**src/rtl/serial_add_ctrl.sv**
```systemverilog
// -----------------------------------------------------------------------------
// serial_add_ctrl
//   Bit-serial adder controller. One full-adder slice is reused over WIDTH
//   clock cycles to add two WIDTH-bit operands LSB first, with the carry held
//   in a flip-flop between bit steps. Costs WIDTH+2 cycles per operation in
//   exchange for a single adder cell.
//
//   Handshake: start is sampled only while idle. busy is high for the WIDTH
//   bit-step cycles, then done pulses for one cycle. sum/cout/overflow are
//   loaded on the final bit step and hold until the next operation completes
//   or until reset.
//
// Ports
//   clk       in   1      rising-edge clock
//   rst       in   1      synchronous active-high reset
//   start     in   1      operation request (ignored unless idle)
//   a, b      in   WIDTH  operands, captured on an accepted start
//   cin       in   1      carry-in, captured on an accepted start
//   busy      out  1      high while bit steps are in progress
//   done      out  1      one-cycle pulse, result valid
//   sum       out  WIDTH  registered result
//   cout      out  1      carry out of the MSB
//   overflow  out  1      signed overflow (carry into MSB xor carry out)
// -----------------------------------------------------------------------------
module serial_add_ctrl #(
    parameter int WIDTH = 8
) (
    input  logic             clk,
    input  logic             rst,
    input  logic             start,
    input  logic [WIDTH-1:0] a,
    input  logic [WIDTH-1:0] b,
    input  logic             cin,
    output logic             busy,
    output logic             done,
    output logic [WIDTH-1:0] sum,
    output logic             cout,
    output logic             overflow
);

    localparam int CNT_W = $clog2(WIDTH);
    localparam logic [CNT_W-1:0] LAST = CNT_W'(WIDTH - 1);

    typedef enum logic [1:0] {
        IDLE = 2'd0,
        RUN  = 2'd1,
        DONE = 2'd2
    } state_t;

    state_t             state_q, state_d;
    logic [CNT_W-1:0]   cnt_q, cnt_d;
    logic [WIDTH-1:0]   a_sh_q, a_sh_d;
    logic [WIDTH-1:0]   b_sh_q, b_sh_d;
    logic               c_q, c_d;
    logic [WIDTH-1:0]   psum_q, psum_d;
    logic [WIDTH-1:0]   sum_q, sum_d;
    logic               cout_q, cout_d;
    logic               ovf_q, ovf_d;
    logic [1:0]         fa;

    // The single shared slice: returns {carry_out, sum_bit}.
    function automatic logic [1:0] full_adder(input logic x, input logic y, input logic c);
        full_adder = {(x & y) | (c & (x ^ y)), x ^ y ^ c};
    endfunction

    // State register
    always_ff @(posedge clk) begin
        if (rst) begin
            state_q <= IDLE;
        end else begin
            state_q <= state_d;
        end
    end

    // Next-state logic
    always_comb begin
        state_d = state_q;
        case (state_q)
            IDLE:    if (start) state_d = RUN;
            RUN:     if (cnt_q == LAST) state_d = DONE;
            DONE:    state_d = IDLE;
            default: state_d = IDLE;
        endcase
    end

    // Bit-step datapath
    always_comb begin
        fa     = full_adder(a_sh_q[0], b_sh_q[0], c_q);
        a_sh_d = a_sh_q;
        b_sh_d = b_sh_q;
        c_d    = c_q;
        cnt_d  = cnt_q;
        psum_d = psum_q;
        sum_d  = sum_q;
        cout_d = cout_q;
        ovf_d  = ovf_q;
        case (state_q)
            IDLE: begin
                if (start) begin
                    a_sh_d = a;
                    b_sh_d = b;
                    c_d    = cin;
                    cnt_d  = '0;
                    psum_d = '0;
                end
            end
            RUN: begin
                // Sum bits enter at the MSB end so that after WIDTH steps
                // bit 0 of the result has reached position 0.
                psum_d = {fa[0], psum_q[WIDTH-1:1]};
                a_sh_d = a_sh_q >> 1;
                b_sh_d = b_sh_q >> 1;
                c_d    = fa[1];
                if (cnt_q == LAST) begin
                    sum_d  = psum_d;
                    cout_d = fa[1];
                    // c_q is the carry into the MSB on this final step.
                    ovf_d  = c_q ^ fa[1];
                end else begin
                    // Counter stops at LAST so it never wraps.
                    cnt_d = cnt_q + CNT_W'(1);
                end
            end
            default: ;
        endcase
    end

    always_ff @(posedge clk) begin
        if (rst) begin
            cnt_q  <= '0;
            a_sh_q <= '0;
            b_sh_q <= '0;
            c_q    <= 1'b0;
            psum_q <= '0;
            sum_q  <= '0;
            cout_q <= 1'b0;
            ovf_q  <= 1'b0;
        end else begin
            cnt_q  <= cnt_d;
            a_sh_q <= a_sh_d;
            b_sh_q <= b_sh_d;
            c_q    <= c_d;
            psum_q <= psum_d;
            sum_q  <= sum_d;
            cout_q <= cout_d;
            ovf_q  <= ovf_d;
        end
    end

    // Output logic
    always_comb begin
        busy     = (state_q == RUN);
        done     = (state_q == DONE);
        sum      = sum_q;
        cout     = cout_q;
        overflow = ovf_q;
    end

endmodule
```
**config.mk**
```make
export PLATFORM = sky130hd
export DESIGN_NAME = serial_add_ctrl
export DESIGN_NICKNAME = d
export VERILOG_FILES = /design/src/rtl/serial_add_ctrl.sv
export SDC_FILE = /design/constraint.sdc
export NUM_CORES = 1
export LEC_CHECK = 0
export CORE_ASPECT_RATIO = 0.75
export CORE_UTILIZATION = 38
export DETAILED_ROUTE_END_ITERATION = 12
export DONT_BUFFER_PORTS = 1
export GPL_ROUTABILITY_DRIVEN = 0
export SYNTH_ARGS = -nofsm -noshare
export SYNTH_HDL_FRONTEND = slang
export SYNTH_SLANG_ARGS = --single-unit
```
**constraint.sdc**
```tcl
create_clock -name clk -period 1.5 [get_ports clk]
set_clock_uncertainty 0.05 [all_clocks]
set_input_delay 0.3 -clock clk [delete_from_list [all_inputs] [get_ports clk]]
set_output_delay 0.3 -clock clk [all_outputs]
set_load 0.05 [all_outputs]
```
==> results.yml, run 1 <==
critical_path:
  cp_top_family: "flip-flops"
  endpoint_kind: "primary output"
  critPathMaxStageDelay_ps: 370
  crit_type: "register to primary output"
  crit_chain: "buf_8 > nor2b_4 > buf_6"
  cp.arrival_ps: 1100
  crit_fanout: 14
  ff2ff_setup_slack_ps: 90
  cp-start-kind: "register"
  worstPathRequired_ps: 1150
  cp_slowest_cell: "dfxtp_4"
  critPathBufInv: 2
floorplanning:
  initial_core_util_pct: 41.05
  io-pin-count: 32
  die_x_um: 79.58
  dieArea_um2: 4790
  die_h_um: 60.19
  core_area_um2: 4179
  fp-row-count: 20
clocking:
  ctsRootBufferMaster: "clkbuf_8"
  clk_pin_slew_worst_paths_ps: 80
  clk_path_buf_depth: 2
  cts_tree: "built"
  clock_latency_ps: 300
  h-tree-depth: 2
  cts.sinks: 39
  cts_made_buffers: 5
logic_synthesis:
  syn_inst: 177
  synth_top_area_share_pct: 45.51
  synth_area_leader_cell: "dfxtp_1"
  yosys_warnings: 0
  synth_edf_count: 0
  synth_cell_types: 32
  synthFlopType: "dfxtp_1"
  synth_area_um2: 1715
  syn_nets: 200
  seq_area_frac_synth_pct: 45.51
  ys_seq_elements: 39
  synthTopCellsByArea: "dfxtp_1, mux2i_1, a211oi_2"
  syn_avg_cell_area_um2: 9.691
  async_reset_ff_share_pct: 0
final_layout:
  diodes: 0
  syn_to_final_growth_pct: 15.17
  drive_above_1_share_pct: 21.81
  fin_nets: 210
  fin_cells: 243
  n_fill_cell: 385
  finalInstanceArea_um2: 1976
global_route:
  grt_max_degree: 36
  track_usage_pct: 15.15
  antenna_found_initial: 0
  grt_pass1_wl_um: 5299
  grt_pass1_vias: 1222
  gr-total-overflow: 0
placement:
  hpwl_um: 2242
  portBuffers: 0
  dpl-instance-area_um2: 1787
  dp_cells: 230
worst_hold_path:
  hold_class: "primary input to register"
sta:
  setup_viol: 0
  drv_slew: 0
  finalHoldViolCount: 0
  tightestPinTransition_ps: 530.4
  timing.final.crit_share_pct: 96.85
  maxClockFrequency_ghz: 0.6884
  relSlewSlack_pct: 64.59
  finalCriticalPeriod_ps: 1453
status:
  outcome: "finished clean"
power:
  p_int_mw: 1.737
  peakVddDrop_uv: 519.3
  switching_share_pct: 22.55
  leakagePower_nw: 0.7326
  pwr-share-clk_pct: 39.9
  p_switching_mw: 0.5056
  power_density_nw_per_um2: 1135
  p_comb_share_pct: 10.5
  seqPwrFrac_pct: 49.6
detailed_routing:
  vias_per_cell: 5.189
  drt-initial-drc-count: 60
  wl_per_cell_um: 13.76
  wl_um: 3343
  firstDrtPassIters: 4
  drc_errors: 0
  ant_nets: 0
  via_count: 1261
run:
  drv_cap: 0
==> registers in the layout, indices dropped and copies added, names as in the netlist <==
register and count:
psum_q 7, cnt_q 3, b_sh_q 8, overflow 1, sum 8, c_q 1, a_sh_q 8, state_q 2
cout 1
==> what timing repair did <==
action	in CTS	in global routing
pin swaps	0	1
endpoints found under the hold margin	5	5
hold buffers	1	1
gates resized for setup	7	2
setup endpoints to repair	3	12
setup buffers	1	2
==> metrics by stage <==
step | hold WS (ps) | setup TNS, ps | utilization [%] | worst slack [ps] | power, mW
2_1_floorplan | 381.6 | 0 | - | 81.71 | 1.328
3_3_place_gp | 318.2 | 0 | 42.75 | 66.89 | 1.339
3_5_place_dp | 319.3 | -18.09 | 42.75 | -18.09 | 1.350
4_1_cts | 1.364 | 0 | 46.41 | 2.473 | 2.260
5_1_grt | 2.038 | -1.583 | 47.28 | -1.583 | 2.339
6_report | 19.75 | 0 | 47.28 | 47.32 | 2.242
==> power by group through the flow <==
stage,logic [mW],registers (mW),clock network (mW)
global route,0.257,1.12,0.964
finish,0.236,1.11,0.895
CTS,0.226,1.11,0.921
global placement,0.206,1.13,0
detailed placement,0.213,1.14,0
floorplan,0.202,1.13,0
==> cell usage in the layout, fill, tap and decap left out, types with 2 or more instances in the layout <==
master and instances:
nand2_1 21, a211oi_1 6, a22oi_1 7, a31oi_1 3, nand3b_1 3, clkbuf_8 6, nor2b_1 2, ha_1 2
dlygate4sd3_1 2, mux2i_1 15, a211oi_2 9, buf_12 2, nand3_1 4, buf_4 11, dfxtp_1 37, a21oi_2 2
o21ai_0 2, nor2_1 25, a21oi_1 11, inv_1 2
==> worst paths after layout <==
check | from | endpoint | depth (start not counted)
max | state_q[0] | done | 3
min reg2reg | psum_q[1] | sum[0] | 2
min | rst | psum_q[6] | 1
max reg2reg | cnt_q[1] | overflow | 5
==> logic make-up after synthesis <==
| logic type | after synthesis | synth area share [%] |
|---|---|---|
| simple gates | 59 | 14.95 |
| compound gates | 43 | 19.84 |
| flops | 39 | 45.51 |
| buf+inv | 16 | 7.148 |
| mux | 16 | 9.409 |
| fa+ha+maj | 3 | 2.626 |
| xor+xnor | 1 | 0.5107 |
==> routing by layer <==
metal,up-vias,global-route usage [%],wire length [um]
li1,639,-,-
met1,583,16.19,1493
met2,33,25.76,1518
met3,6,7.481,285
met4,0,6.234,46
met5,-,0,0
==> cell usage after synthesis, types with 2 or more instances <==
cell type,n
dfxtp_1,39
nor2_1,25
nand2_1,21
mux2i_1,15
a21oi_1,11
a211oi_2,9
a22oi_1,7
a211oi_1,6
buf_6,5
nand3_1,4
a31oi_1,3
buf_2,3
nand3b_1,3
nor2b_1,3
a21oi_2,2
clkbuf_1,2
ha_1,2
inv_1,2
o21ai_0,2
==> cell type report <==
class | count | area (um2) | share of cell area, %
clock buffer | 6 | 82.58 | 4.180
clock inverter | 2 | 35.03 | 1.773
tap | 55 | 68.82 | 3.483
timing repair buffer | 17 | 168.9 | 8.550
multi-input combinational | 122 | 827.0 | 41.86
inverter | 2 | 7.507 | 0.3800
sequential | 39 | 785.8 | 39.77
Note: power is estimated with default switching activity, not from simulation.
==> inputs of run 2 (changes only) <==
--- a/config.mk
+++ b/config.mk
@@ -10,6 +10,7 @@
 export DETAILED_ROUTE_END_ITERATION = 12
 export DONT_BUFFER_PORTS = 1
 export GPL_ROUTABILITY_DRIVEN = 0
+export SETUP_SLACK_MARGIN = 0.02
 export SYNTH_ARGS = -nofsm -noshare
 export SYNTH_HDL_FRONTEND = slang
 export SYNTH_SLANG_ARGS = --single-unit
==> constraint.sdc (replaced) <==
create_clock -name clk -period 1.2 [get_ports clk]
set_clock_uncertainty 0.05 [all_clocks]
set_input_delay 0.24 -clock clk [delete_from_list [all_inputs] [get_ports clk]]
set_output_delay 0.24 -clock clk [all_outputs]
set_load 0.05 [all_outputs]
==> run 2 against run 1 <==
The run now ends with negative hold slack, negative setup slack left. Sequential cell count did not move. Sequential power rose by 26%. Critical path depth rose by 4. Clock power rose by 9.7%.
==> results.yml, run 2 (synthesis results as in run 1) <==
status:
  outcome: "complete, but fails checks"
  violations: "negative hold slack, negative setup slack"
detailed_routing:
  firstDrtPassIters: 4
  drt-initial-drc-count: 97
  drc_errors: 0
  wl_per_cell_um: 17.21
  via_count: 1494
  wl_um: 4820
  ant_nets: 0
  vias_per_cell: 5.336
floorplanning:
  die_h_um: 60.19
  fp-row-count: 20
  dieArea_um2: 4790
  core_area_um2: 4179
  initial_core_util_pct: 41.05
  io-pin-count: 32
  die_x_um: 79.58
sta:
  setup_viol: 39
  maxClockFrequency_ghz: 0.6867
  fin_hold_ws_ps: -55.19
  finalCriticalPeriod_ps: 1456
  setup_slack_ps: -256.2
  drv_slew: 0
  rsz0062_at_grt: "true"
  relSlewSlack_pct: 82.51
  tightestPinTransition_ps: 261.6
  finalHoldViolCount: 38
  timing.final.crit_share_pct: 121.4
placement:
  dp_cells: 253
  portBuffers: 0
  hpwl_um: 2389
  dp_slack_ps: -112.9
critical_path:
  cp-start-kind: "register"
  ff2ff_setup_slack_ps: -260
  r2r_start: "cnt_q[1]"
  worstPathRequired_ps: 1340
  cp.arrival_ps: 1600
  crit_type: "register to register"
  reg2reg_to: "sum[4]"
  endpoint_kind: "register"
  reg2reg_depth: 7
  crit_fanout: 6
global_route:
  antenna_found_initial: 0
  track_usage_pct: 18.91
  grt_pass1_vias: 1365
  gr-max-usage-layer: "met2"
  grt_pass1_wl_um: 6575
  grt_use_met2_pct: 32.11
  grt_max_degree: 40
  use_met3_pct: 7.328
  gr-total-overflow: 0
  use_met1_pct: 21.82
final_layout:
  finish.utilization_pct: 63.53
  diodes: 0
  final_cell_mix: "dfxtp_1, buf_4, a211oi_2, buf_6"
  syn_to_final_growth_pct: 54.78
  fin_nets: 247
  fin_cells: 280
  mostFrequentLayoutCell: "dfxtp_1"
  drive_above_1_share_pct: 60.00
power:
  power_density_nw_per_um2: 1084
  leakagePower_nw: 1.047
  total_power_mw: 2.879
  peakVddDrop_uv: 761.5
run:
  drv_cap: 0
clocking:
  cts_made_buffers: 5
  clk_pin_slew_worst_paths_ps: 80
  cts.sinks: 39
  h-tree-depth: 2
  ctsRootBufferMaster: "clkbuf_8"
  clk_path_buf_depth: 2
  cts_tree: "built"
  clock_latency_ps: 300
worst_hold_path:
  whs_path_depth: 1
  min_to: "a_sh_q[2]"
  hold_class: "primary input to register"
  min-delay-start: "rst"
-- run 2: changes by cell type in the layout (fill, tap and decap cells not counted), moves of 5 or more --
cell      previous run  this run
a21oi_1             11         3
nor2_1              25        14
a211oi_1             6         0
nand2_1             21        12
a22oi_1              7         0
buf_6                1        15
buf_4               11        29
nor2_4               0         5
a211oi_2             9        15
nor2_2               0         6
nand2_2              0         5
a22oi_2              0         7
a21oi_2              2        10
-- run 2: metal layers --
metal  wire length, um  vias up
met4               112        0
met3               280        9
met5                 0        -
li1                  -      715
met1              2049      734
met2              2377       36
-- run 2: timing repair --
item	CTS	global route
gates resized for setup	59	44
pin swaps	17	19
buffers inserted	9	7
endpoints found under the hold margin	38	38
gates cloned	2	2
setup endpoints to repair	39	38
-- run 2: through the flow --
step | hold slack (ps) | setup TNS [ps] | instance area (um2)
after CTS | -63.76 | -2324 | 2374
final | -55.19 | -4281 | 2655
after global placement | 257.7 | -1437 | 1979
after detailed placement | 258.9 | -1797 | 1979
after global routing | -65.26 | -5874 | 2655
after floorplan | 349.7 | -1645 | 1762
-- run 2: worst max-delay path by stage --
stage / to / slack [ps] / depth (start not counted) / startpoint
after detailed placement: cnt_q[0] / -110 / 4 / state_q[0]
after CTS: busy / -210 / 4 / state_q[1]
final: sum[4] / -260 / 7 / cnt_q[1]
after floorplan: cout / -140 / 7 / cnt_q[0]
after global routing: sum[4] / -280 / 7 / cnt_q[1]
after global placement: cnt_q[1] / -100 / 4 / state_q[0]
-- run 2: final cells by class --
type | instances | area [um2]
Multi-Input combinational cell | 123 | 1129
Fill cell | 310 | 1524
Sequential cell | 39 | 793.3
Timing Repair Buffer | 53 | 556.8
Clock buffer | 8 | 100.1
Inverter | 2 | 7.507
Tap cell | 55 | 68.82
-- run 2: worst max-delay path: stages, from the launching register on --
cell and delay (ps):
dfxtp_2 340, ha_4 160, ha_4 150, buf_4 130
and3b_2 220, buf_6 150, nand2_2 80, a21oi_2 60
-- run 2: report_power, final --
group / switching [mW] / internal, mW
clock: 0.457 / 0.525
combinational: 0.220 / 0.273
sequential: 0.0521 / 1.35
==> inputs of run 3 (changes only) <==
--- a/config.mk
+++ b/config.mk
@@ -5,7 +5,6 @@
 export SDC_FILE = /design/constraint.sdc
 export NUM_CORES = 1
 export LEC_CHECK = 0
-export CORE_ASPECT_RATIO = 0.75
 export CORE_UTILIZATION = 38
 export DETAILED_ROUTE_END_ITERATION = 12
 export DONT_BUFFER_PORTS = 1
==> run 3 against run 2 <==
The run still ends with negative hold slack, negative setup slack left. Highest routed layer unchanged. First-iteration DRC count decreased by 29%. Final cell count decreased by 3.9%. Clock power down 19%. Via count down 6.2%. Worst hold slack improved by 22 ps. Routed wire length fell by 15%. Sequential power about the same. Clock-buffer cell count down 2. Register-to-register slack better by 80 ps. Largest cell class unchanged. Worst setup slack better by 84 ps. Die area about the same. Critical endpoint is now busy. Non-clock buffer count decreased by 6.
==> results.yml, run 3 (synthesis results as in run 1) <==
final_layout:
  fin_cells: 269
  n_fill_cell: 357
  syn_to_final_growth_pct: 40.55
  final_cell_mix: "buf_4, dfxtp_1, nor2_1"
  mostFrequentLayoutCell: "buf_4"
  fin_nets: 241
  finish.utilization_pct: 55.37
  diodes: 0
  drive_above_1_share_pct: 50.69
status:
  outcome: "complete, but fails checks"
  violations: "negative hold slack, negative setup slack"
sta:
  tightestPinTransition_ps: 253.7
  timing.final.crit_share_pct: 114.3
  finalHoldViolCount: 33
  finalCriticalPeriod_ps: 1372
  drv_slew: 0
  rsz0062_at_grt: "true"
  maxClockFrequency_ghz: 0.7289
  fin_hold_ws_ps: -32.76
  setup_slack_ps: -171.9
  relSlewSlack_pct: 83.01
  setup_viol: 37
global_route:
  gr-total-overflow: 0
  antenna_found_initial: 0
  grt_pass1_vias: 1424
  track_usage_pct: 17.39
  grt_max_degree: 40
  grt_pass1_wl_um: 6534
detailed_routing:
  ant_nets: 0
  wl_um: 4091
  firstDrtPassIters: 4
  drt-initial-drc-count: 69
  vias_per_cell: 5.212
  drc_errors: 0
  wl_per_cell_um: 15.21
  via_count: 1402
critical_path:
  crit_fanout: 4
  cp-start-kind: "register"
  worstPathRequired_ps: 910
  endpoint_kind: "primary output"
  cp.arrival_ps: 1080
  crit_type: "register to primary output"
clocking:
  cts_made_buffers: 5
  ctsRootBufferMaster: "clkbuf_8"
  cts_tree: "built"
  clock_latency_ps: 280
  h-tree-depth: 2
  clk_path_buf_depth: 2
  cts.sinks: 39
  clk_pin_slew_worst_paths_ps: 70
floorplanning:
  io-pin-count: 32
  initial_core_util_pct: 39.40
  dieArea_um2: 4787
  fp-row-count: 24
  die_h_um: 69.19
  die_x_um: 69.19
  core_area_um2: 4354
power:
  power_density_nw_per_um2: 1074
  total_power_mw: 2.589
  leakagePower_nw: 0.9411
  peakVddDrop_uv: 573.2
placement:
  portBuffers: 0
  dp_cells: 251
  hpwl_um: 2588
  dp_slack_ps: -141.5
run:
  drv_cap: 0
worst_hold_path:
  hold_class: "primary input to register"
-- run 3: cell count changes in the layout (fill, tap and decap cells not counted), moves of 3 or more --
cell,change
a211oi_1,+5
a211oi_2,-5
buf_4,+5
buf_6,-7
buf_8,-3
nand2_2,+3
nand3_1,+3
nand3_2,-3
nor2_1,+9
nor2_2,-5
nor2_4,-4
-- run 3: area by class of cell --
cell class              instances  area, um2  area share [%]
clock buffers                   6      72.57           3.010
well taps                      52      65.06           2.698
multi-input cells             123       1032           42.81
inverters                       2      7.507          0.3114
repair buffers                 47      440.4           18.27
flip-flops and latches         39      793.3           32.90
-- run 3: worst paths after layout --
kind / from / endpoint / slack [ps] / cells after the start
worst max-delay path: state_q[1] / busy / -170 / 4
worst min-delay path: rst / a_sh_q[2] / -30 / 1
worst max register to register: cnt_q[1] / overflow / -170 / 5
worst min register to register: sum[4] / sum[4] / 400 / 2
-- run 3: report_power, final --
group / total, mW / switching [mW] / internal (mW)
clock: 0.792 / 0.405 / 0.387
combinational: 0.403 / 0.184 / 0.218
sequential: 1.39 / 0.0415 / 1.35
-- run 3: through the flow --
step	cell area [um2]	TNS, ps	hold WS, ps
6_report	2411	-2930	-32.76
5_1_grt	2411	-5185	-51.26
4_1_cts	2288	-2752	-45.94
3_5_place_dp	2008	-1632	259.8
3_3_place_gp	2008	-547.3	258.5
2_1_floorplan	1762	-1645	349.7
-- run 3: critical path, stage by stage (launching register included) --
cell and delay, ps:
dfxtp_2 340, buf_6 120, nor2b_4 100, buf_6 110
buf_12 130
-- run 3: timing repair --
item / 4_1_cts / 5_1_grt
setup endpoints to repair: 39 / 39
gates resized for setup: 42 / 18
buffers inserted: 3 / 8
pin swaps: 11 / 7
endpoints found under the hold margin: 38 / 38
cloned: 1 / 0
-- run 3: routing by layer --
layer	up-vias	part of all wire, %	track usage [%]	wire length (um)
met3	6	4.3	5.523	177
met4	0	1.7	8.844	70
met1	676	41	18.88	1671
li1	696	-	-	-
met2	24	53	30.20	2173
met5	-	0	0	0
